===== config.mk =====
export PLATFORM = sky130hd
export DESIGN_NAME = halt_detector
export DESIGN_NICKNAME = d
export VERILOG_FILES = /design/src/rtl/regfile_scan_checker_halt_detector.sv
export SDC_FILE = /design/constraint.sdc
export NUM_CORES = 1
export LEC_CHECK = 0
export BUFFER_PORTS_ARGS = -buffer_cell sky130_fd_sc_hd__buf_2
export CORE_UTILIZATION = 50
export DETAILED_ROUTE_END_ITERATION = 8
export MAX_ROUTING_LAYER = met4
export PLACE_DENSITY = 0.79
export SLEW_MARGIN = 10
export SYNTH_ARGS = -nofsm -noshare
export SYNTH_HDL_FRONTEND = slang
export SYNTH_SLANG_ARGS = --single-unit

===== constraint.sdc =====
create_clock -name clk -period 2.33 [get_ports clk]
set_clock_uncertainty 0.1 [all_clocks]
set_input_delay 0.5825 -clock clk [delete_from_list [all_inputs] [get_ports clk]]
set_output_delay 0.5825 -clock clk [all_outputs]
set_load 0.02 [all_outputs]

===== src/rtl/regfile_scan_checker_halt_detector.sv =====
// Decides when the monitored core has stopped: explicit halt, PC stuck
// for HALT_STABLE cycles, or TIMEOUT RUN cycles elapsed.
module halt_detector #(
  parameter int AW          = 8,
  parameter int TIMEOUT     = 50,
  parameter int HALT_STABLE = 4
) (
  input  logic          clk,
  input  logic          rst_n,
  input  logic          clear,
  input  logic          run,
  input  logic          halt,
  input  logic [AW-1:0] pc_addr,
  output logic          halt_hit,
  output logic          timeout_hit
);

  localparam int RW = $clog2(TIMEOUT + 1);
  localparam int SW = $clog2(HALT_STABLE + 1);

  logic [RW-1:0] run_cnt;
  logic [SW-1:0] stable_cnt, stable_nxt;
  logic [AW-1:0] pc_prev;

  // The current cycle counts toward the stable run, saturating at the threshold.
  always_comb begin
    stable_nxt = '0;
    if (pc_addr == pc_prev)
      stable_nxt = (stable_cnt == SW'(HALT_STABLE)) ? stable_cnt : stable_cnt + 1'b1;
  end

  assign halt_hit    = run && (halt || (stable_nxt == SW'(HALT_STABLE)));
  assign timeout_hit = run && (run_cnt == RW'(TIMEOUT - 1));

  always_ff @(posedge clk) begin
    if (!rst_n) begin
      run_cnt    <= '0;
      stable_cnt <= '0;
      pc_prev    <= '0;
    end else if (clear) begin
      run_cnt    <= '0;
      stable_cnt <= '0;
      pc_prev    <= pc_addr;
    end else if (run) begin
      run_cnt    <= run_cnt + 1'b1;
      stable_cnt <= stable_nxt;
      pc_prev    <= pc_addr;
    end
  end

endmodule


==> flow_metrics.tcl, run 1 <==
set metrics [dict create \
    wl_per_cell_um 11.45 \
    whs_ns 0.3723 \
    die_w_um 44.57 \
    clock-sinks 17 \
    synth_area_per_cell_um2 8.627 \
    cts_tree "done" \
    yosysWarnings 0 \
    slowest_stage "nor4_4" \
    clk_pin_slew_ns 0.10 \
    hold_class "reg2reg" \
    setup_viol 0 \
    regArea_um2 345.3 \
    drtIter0Drc 9 \
    slew_headroom_pct 76.23 \
    clock_path_buffers 2 \
    critPathMaxStageDelay_ns 0.29 \
    grt_max_degree 15 \
    placed_cell_area_um2 1018 \
    grt_usage_pct 20.82 \
    antenna_found_initial 0 \
    worst_setup_path_start_kind "input pin" \
    wirelength_um 1695 \
    synthFlopType "dfxtp_1" \
    dpl.hpwl_um 1224 \
    crit_arrival_ns 1.64 \
    fill_cells 150 \
    die_area_um2 1986 \
    worstSkewPairLatency_ns 0.28 \
    area_delta_synth_final_pct 22.65 \
    syn_nets 122 \
    placed_cells 143 \
    final_area_um2 1111 \
    vias 744 \
    cp_max_fo 2 \
    worst_slack_ns 0.007807 \
    synthArstFlopShare_pct 0 \
    die_y_um 44.57 \
    syn-cell-area_um2 905.9 \
    path_cells "buf_2, xor2_1, nor4_4, nand2_1, o41ai_2, buf_4" \
    synth_edf_count 0 \
    ys_seq_elements 17 \
    first_global_vias 748 \
    r2r_cells 5 \
    ios 15 \
    drc 0 \
    grt-ovfl-total 0 \
    tightestPinTransition_ns 0.3561 \
    mostFrequentLayoutCells "nand2_1, dfxtp_1, buf_2, xor2_1, o21ai_0" \
    final_net_count 141 \
    pre_cts_ws_ns -0.02836 \
    rsz0062_at_grt "yes" \
    layout_min_cycle_time_ns 2.322 \
    yosysUniqueCellTypes 27 \
    final_layout_size_suffix_gt1_share_pct 29.27 \
    gp_congestion 0.8508 \
    dr.pass1.iters 4 \
    instances_no_fill 148 \
    hold_depth 2 \
    numCtsBuffers 3 \
    h-tree-depth 1 \
    placement.io_buffers 14 \
    grt_first_pass_wirelength_um 3001 \
    fin_tns_setup_ns 0 \
    fmax_ghz 0.4306 \
    vdd_drop_max_uv 482.3 \
    crit_type "in2out" \
    maxCapViolCount 0 \
    antenna_cells 0 \
    initial_core_util_pct 53.04 \
    leakage_nw 0.4271 \
    final_common_cell "nand2_1" \
    cts_root_buffer "clkbuf_4" \
    antenna_violating_nets_post_route 0 \
    core_area_um2 1708 \
    holdBufCountCts 0 \
    yosysSeqAreaShare_pct 37.57 \
    crit_required_ns 1.65 \
    synthCells 105 \
    crit_path_end_kind "primary output" \
    status "completed" \
    maxSlewViolCount 0 \
    finalCritPeriodShare_pct 99.66 \
    multiInputGateArea_um2 576.8 \
    drt-vias-per-instance 5.027 \
    rows 15 \
    final_hold_viol_count 0 \
    p_per_area_nw_per_um2 489.0 \
]
-- registers in the layout, indices dropped and copies added (netlist names) --
name and cells:
run_cnt 6, pc_prev 8, stable_cnt 3
-- area by class of cell --
| class | count | share of cell area [%] |
|---|---|---|
| Clock buffer | 3 | 2.027 |
| Clock inverter | 1 | 0.4504 |
| Inverter | 4 | 1.351 |
| Multi-Input combinational cell | 80 | 51.91 |
| Sequential cell | 17 | 31.08 |
| Tap cell | 25 | 2.815 |
| Timing Repair Buffer | 18 | 10.36 |
-- critical path, delay by kind of cell --
| family | cells | cell delay, ns |
|---|---|---|
| and+or+nand+nor | 2 | 0.39 |
| buffers and inverters | 2 | 0.30 |
| AOI/OAI and AO/OA | 1 | 0.21 |
| xor gates and xnor gates | 1 | 0.16 |
-- synthesized netlist by cell type (2+ instances only) --
| cell | instances | area, µm² |
|---|---|---|
| buf_2 | 2 | 10.01 |
| xor2_1 | 11 | 96.34 |
| clkbuf_1 | 2 | 7.510 |
| ha_1 | 4 | 50.05 |
| nor4_4 | 2 | 42.54 |
| dfxtp_1 | 17 | 340.3 |
| a21boi_1 | 6 | 45.04 |
| a21boi_0 | 2 | 15.01 |
| nand2_1 | 17 | 63.81 |
| a21oi_1 | 5 | 25.02 |
| inv_1 | 4 | 15.01 |
| nor2_1 | 8 | 30.03 |
| nand4_1 | 3 | 18.77 |
| o21ai_0 | 9 | 45.04 |
-- per-stage QoR --
stage	total power [mW]	utilization, %
6_report	0.5434	65.05
5_1_grt	0.5691	65.05
4_1_cts	0.5474	64.69
3_5_place_dp	0.3911	59.63
3_3_place_gp	0.3887	59.63
2_1_floorplan	0.3653	-
-- kinds of logic after synthesis --
kind of cell	after synthesis	share of synthesized area [%]
AO/OA/AOI/OAI	26	18.51
XOR/XNOR	12	11.60
adder cells (fa/ha/maj)	4	5.525
buffers and inverters	8	3.591
flip-flops	17	37.57
multiplexers	1	1.243
AND/OR/NAND/NOR	37	21.96
-- layer usage --
layer / track usage (%) / wire length [µm] / up-vias
li1: - / - / 393
met1: 25.95 / 795 / 335
met2: 33.53 / 840 / 12
met3: 2.857 / 40 / 4
met5: - / 0 / -
met4: 9.091 / 19 / 0
-- repair_timing --
action | CTS | global route
setup buffers | 1 | 0
gates resized for setup | 12 | 2
pin swaps | 1 | 0
hold endpoints to repair | 0 | 0
endpoints found under the setup margin | 1 | 1
-- worst paths after layout --
kind	startpoint	to	slack (ns)
max	pc_addr[6]	halt_hit	0.008
min	pc_prev[5]$_SDFFE_PN0P_	pc_prev[5]$_SDFFE_PN0P_	0.37
max reg2reg	pc_prev[1]$_SDFFE_PN0P_	stable_cnt[1]$_SDFFE_PP0P_	0.92
min reg2reg	pc_prev[5]$_SDFFE_PN0P_	pc_prev[5]$_SDFFE_PN0P_	0.37
-- power by group --
part / total [mW] / leakage [nW] / internal [mW] / switching, mW
combinational: 0.0813 / 0.269 / 0.0369 / 0.0444
sequential: 0.308 / 0.140 / 0.300 / 0.00823
clock: 0.154 / 0.0177 / 0.0636 / 0.0907
total: 0.543 / 0.427 / 0.400 / 0.143
No activity file was read; power rests on OpenSTA's default activity.
==> run 2, diff against run 1 <==
--- a/config.mk
+++ b/config.mk
@@ -9,7 +9,7 @@
 export CORE_UTILIZATION = 50
 export DETAILED_ROUTE_END_ITERATION = 8
 export MAX_ROUTING_LAYER = met4
-export PLACE_DENSITY = 0.79
+export PLACE_DENSITY = 0.8
 export SLEW_MARGIN = 10
 export SYNTH_ARGS = -nofsm -noshare
 export SYNTH_HDL_FRONTEND = slang
==> flow_metrics.tcl, run 2 (synthesis results as in run 1) <==
set metrics [dict create \
    maxCapViolCount 0 \
    rows 15 \
    rsz0062_at_grt "yes" \
    vias 796 \
    antenna_violating_nets_post_route 0 \
    grt_usage_pct 22.84 \
    leakage_nw 0.4330 \
    worst_setup_path_start_kind "input pin" \
    cp_max_fo 2 \
    holdBufCountCts 0 \
    dr.pass1.iters 4 \
    grt_max_degree 20 \
    cts_tree "done" \
    path_cells "buf_2, xor2_1, nor4_4, nand2_1, o41ai_2, buf_2" \
    status "finished with violations" \
    worst_slack_ns -0.08835 \
    finalCritPeriodShare_pct 103.8 \
    placement.io_buffers 14 \
    drtIter0Drc 27 \
    cp_top_family "simple AND/OR/NAND/NOR gates" \
    setup_viol 1 \
    layout_min_cycle_time_ns 2.418 \
    slowest_stage "nor4_4" \
    final_layout_size_suffix_gt1_share_pct 29.84 \
    top_register "pc_prev" \
    fmax_ghz 0.4135 \
    placed_cells 142 \
    drt-vias-per-instance 5.342 \
    worstSkewPairLatency_ns 0.30 \
    gp_congestion 0.8061 \
    h-tree-depth 1 \
    vdd_drop_max_uv 385.4 \
    die_area_um2 1986 \
    tightestPinTransition_ns 0.3322 \
    crit_path_frequent_cell "buf_2" \
    first_global_vias 767 \
    critPathMaxStageDelay_ns 0.29 \
    wirelength_um 1875 \
    dpl.hpwl_um 1294 \
    die_w_um 44.57 \
    final_common_cell "nand2_1" \
    crit_type "in2out" \
    wl_per_cell_um 12.58 \
    grt_first_pass_wirelength_um 3215 \
    antenna_cells 0 \
    numCtsBuffers 3 \
    clk_pin_slew_ns 0.10 \
    crit_arrival_ns 1.74 \
    final_net_count 142 \
    drc 0 \
    hold_class "reg2reg" \
    die_y_um 44.57 \
    instances_no_fill 149 \
    final_hold_viol_count 0 \
    mostFrequentLayoutCells "nand2_1, dfxtp_1, buf_2, o21ai_0, nor2_1" \
    clock_path_buffers 2 \
    clock-sinks 17 \
    area_delta_synth_final_pct 22.79 \
    core_area_um2 1708 \
    largest_register_ffs 8 \
    violations "negative setup slack" \
    slew_headroom_pct 77.86 \
    crit_required_ns 1.65 \
    top_regs "pc_prev: 8 flops, run_cnt: 6 flops, stable_cnt: 3 flops" \
    grt-ovfl-total 0 \
    antenna_found_initial 0 \
    initial_core_util_pct 53.04 \
    cts_root_buffer "clkbuf_4" \
    p_per_area_nw_per_um2 500.3 \
    finalPower_mw 0.5565 \
    crit_path_end_kind "primary output" \
    maxSlewViolCount 0 \
    critPathBufInv 2 \
    ios 15 \
]
## run 2: cell count changes in the layout (fill, tap and decap cells not counted), sizes merged
cell  change
buf       +1
## run 2: final cells by class
| cell class | count | area, µm² |
|---|---|---|
| clock buffer | 3 | 22.52 |
| clock inverter | 1 | 5.005 |
| fill | 152 | 595.6 |
| inverter | 4 | 15.01 |
| multi-input combinational | 80 | 571.8 |
| sequential | 17 | 346.6 |
| tap | 25 | 31.28 |
| timing repair buffer | 19 | 120.1 |
## run 2: timing repair
action	CTS	global route
setup buffers	2	1
resized for setup	5	7
endpoints found under the setup margin	1	1
endpoints found under the hold margin	0	0
cloned	0	0
pin swaps	2	4
## run 2: metrics by stage
stage | setup WS, ns | utilization, % | instance area [µm²] | TNS [ns] | hold WS (ns)
detailed placement | -0.08638 | 59.19 | 1011 | -0.08638 | 0.3604
CTS | -0.03742 | 62.56 | 1069 | -0.03742 | 0.3745
global placement | -0.05810 | 59.19 | 1011 | -0.05810 | 0.3485
floorplan | 0.02702 | - | 912.1 | 0 | 0.3425
finish | -0.08835 | 65.13 | 1112 | -0.08835 | 0.3717
global route | -0.1745 | 65.13 | 1112 | -0.1745 | 0.3938
## run 2: worst paths after layout
check                                                   to               startpoint  cells after the start  slack, ns
worst max-delay path                              halt_hit               pc_addr[0]                      6      -0.09
worst min-delay path               pc_prev[6]$_SDFFE_PN0P_  pc_prev[6]$_SDFFE_PN0P_                      2       0.37
worst max register to register  stable_cnt[1]$_SDFFE_PP0P_  pc_prev[1]$_SDFFE_PN0P_                      6       0.81
worst min register to register     pc_prev[6]$_SDFFE_PN0P_  pc_prev[6]$_SDFFE_PN0P_                      2       0.37
## run 2: report_power, final
part / internal [mW] / switching [mW]
clock: 0.0640 / 0.0995
combinational: 0.0385 / 0.0456
sequential: 0.300 / 0.00900
total: 0.402 / 0.154
## run 2: tightest hold or removal path: stages (launching register included)
cell and delay, ns:
dfxtp_1 0.33, nand2_1 0.05, a21boi_1 0.05
## run 2: layer usage
metal / routed length (µm) / GRT usage (%) / vias up
met3: 71 / 3.673 / 2
met2: 960 / 38.82 / 21
met4: 15 / 9.697 / 0
li1: - / - / 398
met5: 0 / - / -
met1: 826 / 26.45 / 375
==> run 3, diff against run 2 <==
--- a/config.mk
+++ b/config.mk
@@ -5,12 +5,14 @@
 export SDC_FILE = /design/constraint.sdc
 export NUM_CORES = 1
 export LEC_CHECK = 0
+export ABC_AREA = 1
 export BUFFER_PORTS_ARGS = -buffer_cell sky130_fd_sc_hd__buf_2
 export CORE_UTILIZATION = 50
 export DETAILED_ROUTE_END_ITERATION = 8
 export MAX_ROUTING_LAYER = met4
 export PLACE_DENSITY = 0.8
-export SLEW_MARGIN = 10
+export SETUP_SLACK_MARGIN = 0.2
+export SLEW_MARGIN = 25
 export SYNTH_ARGS = -nofsm -noshare
 export SYNTH_HDL_FRONTEND = slang
 export SYNTH_SLANG_ARGS = --single-unit
==> flow_metrics.tcl, run 3 <==
set metrics [dict create \
    status "completed" \
    layout_min_cycle_time_ns 2.109 \
    vdd_drop_max_uv 338.7 \
    synth-compound-area-share_pct 15.82 \
    rsz0062_at_grt "yes" \
    grt_usage_pct 21.01 \
    first_global_vias 786 \
    final_net_count 183 \
    antenna_cells 0 \
    dr.pass1.iters 4 \
    cp_max_fo 3 \
    core_area_um2 1745 \
    worst_setup_path_start_kind "flip-flop" \
    final_hold_viol_count 0 \
    synthFlopType "dfxtp_1" \
    crit_type "reg2out" \
    finalPower_mw 0.5627 \
    slowest_stage "dfxtp_2" \
    antenna_found_initial 0 \
    grt_max_degree 16 \
    vias 907 \
    instances_no_fill 190 \
    wirelength_um 1838 \
    hold_class "reg2reg" \
    yosysSeqAreaShare_pct 36.46 \
    grt_first_pass_wirelength_um 3029 \
    synthCells 141 \
    yosysWarnings 0 \
    die_y_um 45.21 \
    tightestPinTransition_ns 0.5266 \
    fill_cells 160 \
    die_area_um2 2043 \
    fmax_ghz 0.4741 \
    synth-xor-area-share_pct 1.877 \
    die_w_um 45.21 \
    ios 15 \
    worstSkewPairLatency_ns 0.28 \
    syn-cell-area_um2 933.4 \
    drc 0 \
    synth_top_family_by_area "simple AND/OR/NAND/NOR gates" \
    multiInputGateArea_um2 506.7 \
    synth_area_leaders "dfxtp_1, nand2_1, inv_1, a21oi_1, o21ai_0" \
    yosys.area_share.simple_pct 28.28 \
    p_per_area_nw_per_um2 482.0 \
    top_regs "pc_prev: 8 flops, run_cnt: 6 flops, stable_cnt: 3 flops" \
    syn_nets 158 \
    finalCritPeriodShare_pct 90.52 \
    yosysMostFrequentCell "nand2_1" \
    leakage_nw 0.5482 \
    ys_seq_elements 17 \
    mostFrequentLayoutCells "nand2_1, inv_1, a21oi_1, dfxtp_1, o21ai_0" \
    wl_per_cell_um 9.674 \
    clock_path_buffers 2 \
    gp_congestion 0.7255 \
    synth_area_per_cell_um2 6.620 \
    largest_register_ffs 8 \
    clk_pin_slew_ns 0.10 \
    synth.largest_area_cell "dfxtp_1" \
    maxCapViolCount 0 \
    regArea_um2 346.6 \
    crit_arrival_ns 1.43 \
    h-tree-depth 1 \
    final_common_cell "nand2_1" \
    slew_headroom_pct 64.86 \
    dpl.hpwl_um 1269 \
    setup_viol 0 \
    initial_core_util_pct 53.48 \
    clock-sinks 17 \
    post-route-util_pct 66.88 \
    synth_common_cells "nand2_1, inv_1, dfxtp_1" \
    top_register "pc_prev" \
    cts_tree "done" \
    rows 15 \
    muxShareOfSynthArea_pct 0 \
    numCtsBuffers 3 \
    area_delta_synth_final_pct 25.07 \
    drt-vias-per-instance 4.774 \
    whs_ns 0.3707 \
    synth_edf_count 0 \
    placement.io_buffers 14 \
    cts_root_buffer "clkbuf_4" \
    yosysUniqueCellTypes 19 \
    final_layout_size_suffix_gt1_share_pct 30.30 \
    crit_path_end_kind "primary output" \
    maxSlewViolCount 0 \
    synth_top_area_share_pct 36.46 \
    drtIter0Drc 9 \
    holdBufCountCts 0 \
    synthAdderAreaFrac_pct 5.362 \
    placed_cells 179 \
    crit_required_ns 1.65 \
    critPathMaxStageDelay_ns 0.37 \
    path_cells "inv_2, ha_2, nand2_2, xor2_2, nand4_1, nand2_1, buf_6" \
    grt-ovfl-total 0 \
    antenna_violating_nets_post_route 0 \
    synthArstFlopShare_pct 0 \
    fin_tns_setup_ns 0 \
]
==> run 3: changes by cell type after synthesis, sizes merged, moves of 5 or more <==
cell	change
a21oi	+9
xor2	-10
a21boi	-8
nor2	+6
o21ai	+5
nand2	+22
inv	+23
==> run 3: path summary, 6_finish.rpt <==
| check | startpoint | to | slack [ns] | depth (start not counted) |
|---|---|---|---|---|
| setup / recovery | stable_cnt[0]$_SDFFE_PP0P_ | halt_hit | 0.22 | 7 |
| hold / removal | pc_prev[7]$_SDFFE_PN0P_ | pc_prev[7]$_SDFFE_PN0P_ | 0.37 | 2 |
| setup reg to reg | stable_cnt[0]$_SDFFE_PP0P_ | stable_cnt[0]$_SDFFE_PP0P_ | 0.78 | 10 |
| hold reg to reg | pc_prev[7]$_SDFFE_PN0P_ | pc_prev[7]$_SDFFE_PN0P_ | 0.37 | 2 |
==> run 3: layout make-up <==
class / instances / share of cell area, %
clock buffers: 4 / 2.251
inverters: 27 / 8.682
flip-flops and latches: 17 / 29.69
well taps: 25 / 2.680
multi-input cells: 95 / 43.41
repair buffers: 22 / 13.29
==> run 3: timing repair <==
item                                   in CTS  in global routing
gates resized for setup                     7                 16
cloned                                      0                  0
setup endpoints to repair                   1                  1
buffers inserted                            5                  2
endpoints found under the hold margin       0                  0
pin swaps                                   3                 13
==> run 3: layer usage <==
metal / track usage, % / wire length, µm / vias up
met5: - / 0 / -
met4: 9.091 / 12 / 0
met3: 3.600 / 26 / 2
met2: 35.65 / 932 / 9
met1: 24.14 / 867 / 412
li1: - / - / 484
==> run 3: logic make-up (layout without fill, tap and decap cells) <==
family / after synthesis / in the layout
buf+inv: 29 / 53
xor+xnor: 2 / 2
fa+ha+maj: 4 / 4
simple gates: 61 / 61
flops: 17 / 17
compound gates: 28 / 28
==> run 3: critical path: cells and delay by family (launching register included) <==
family	cells	cell delay, ns
adder cells (fa/ha/maj)	1	0.17
AND/OR/NAND/NOR	3	0.28
buffers and inverters	2	0.16
XOR/XNOR	1	0.17
flip-flops	1	0.37
==> run 3: per-stage QoR <==
step	setup slack, ns	cell area [µm²]
finish	0.2209	1167
global route	0.1379	1167
CTS	0.2007	1109
detailed placement	0.1956	1030
global placement	0.2100	1030
floorplan	0.4238	933.4
==> run 3: power by group <==
group / internal (mW) / switching [mW]
Clock: 0.0665 / 0.0914
Sequential: 0.304 / 0.00832
Combinational: 0.0398 / 0.0525
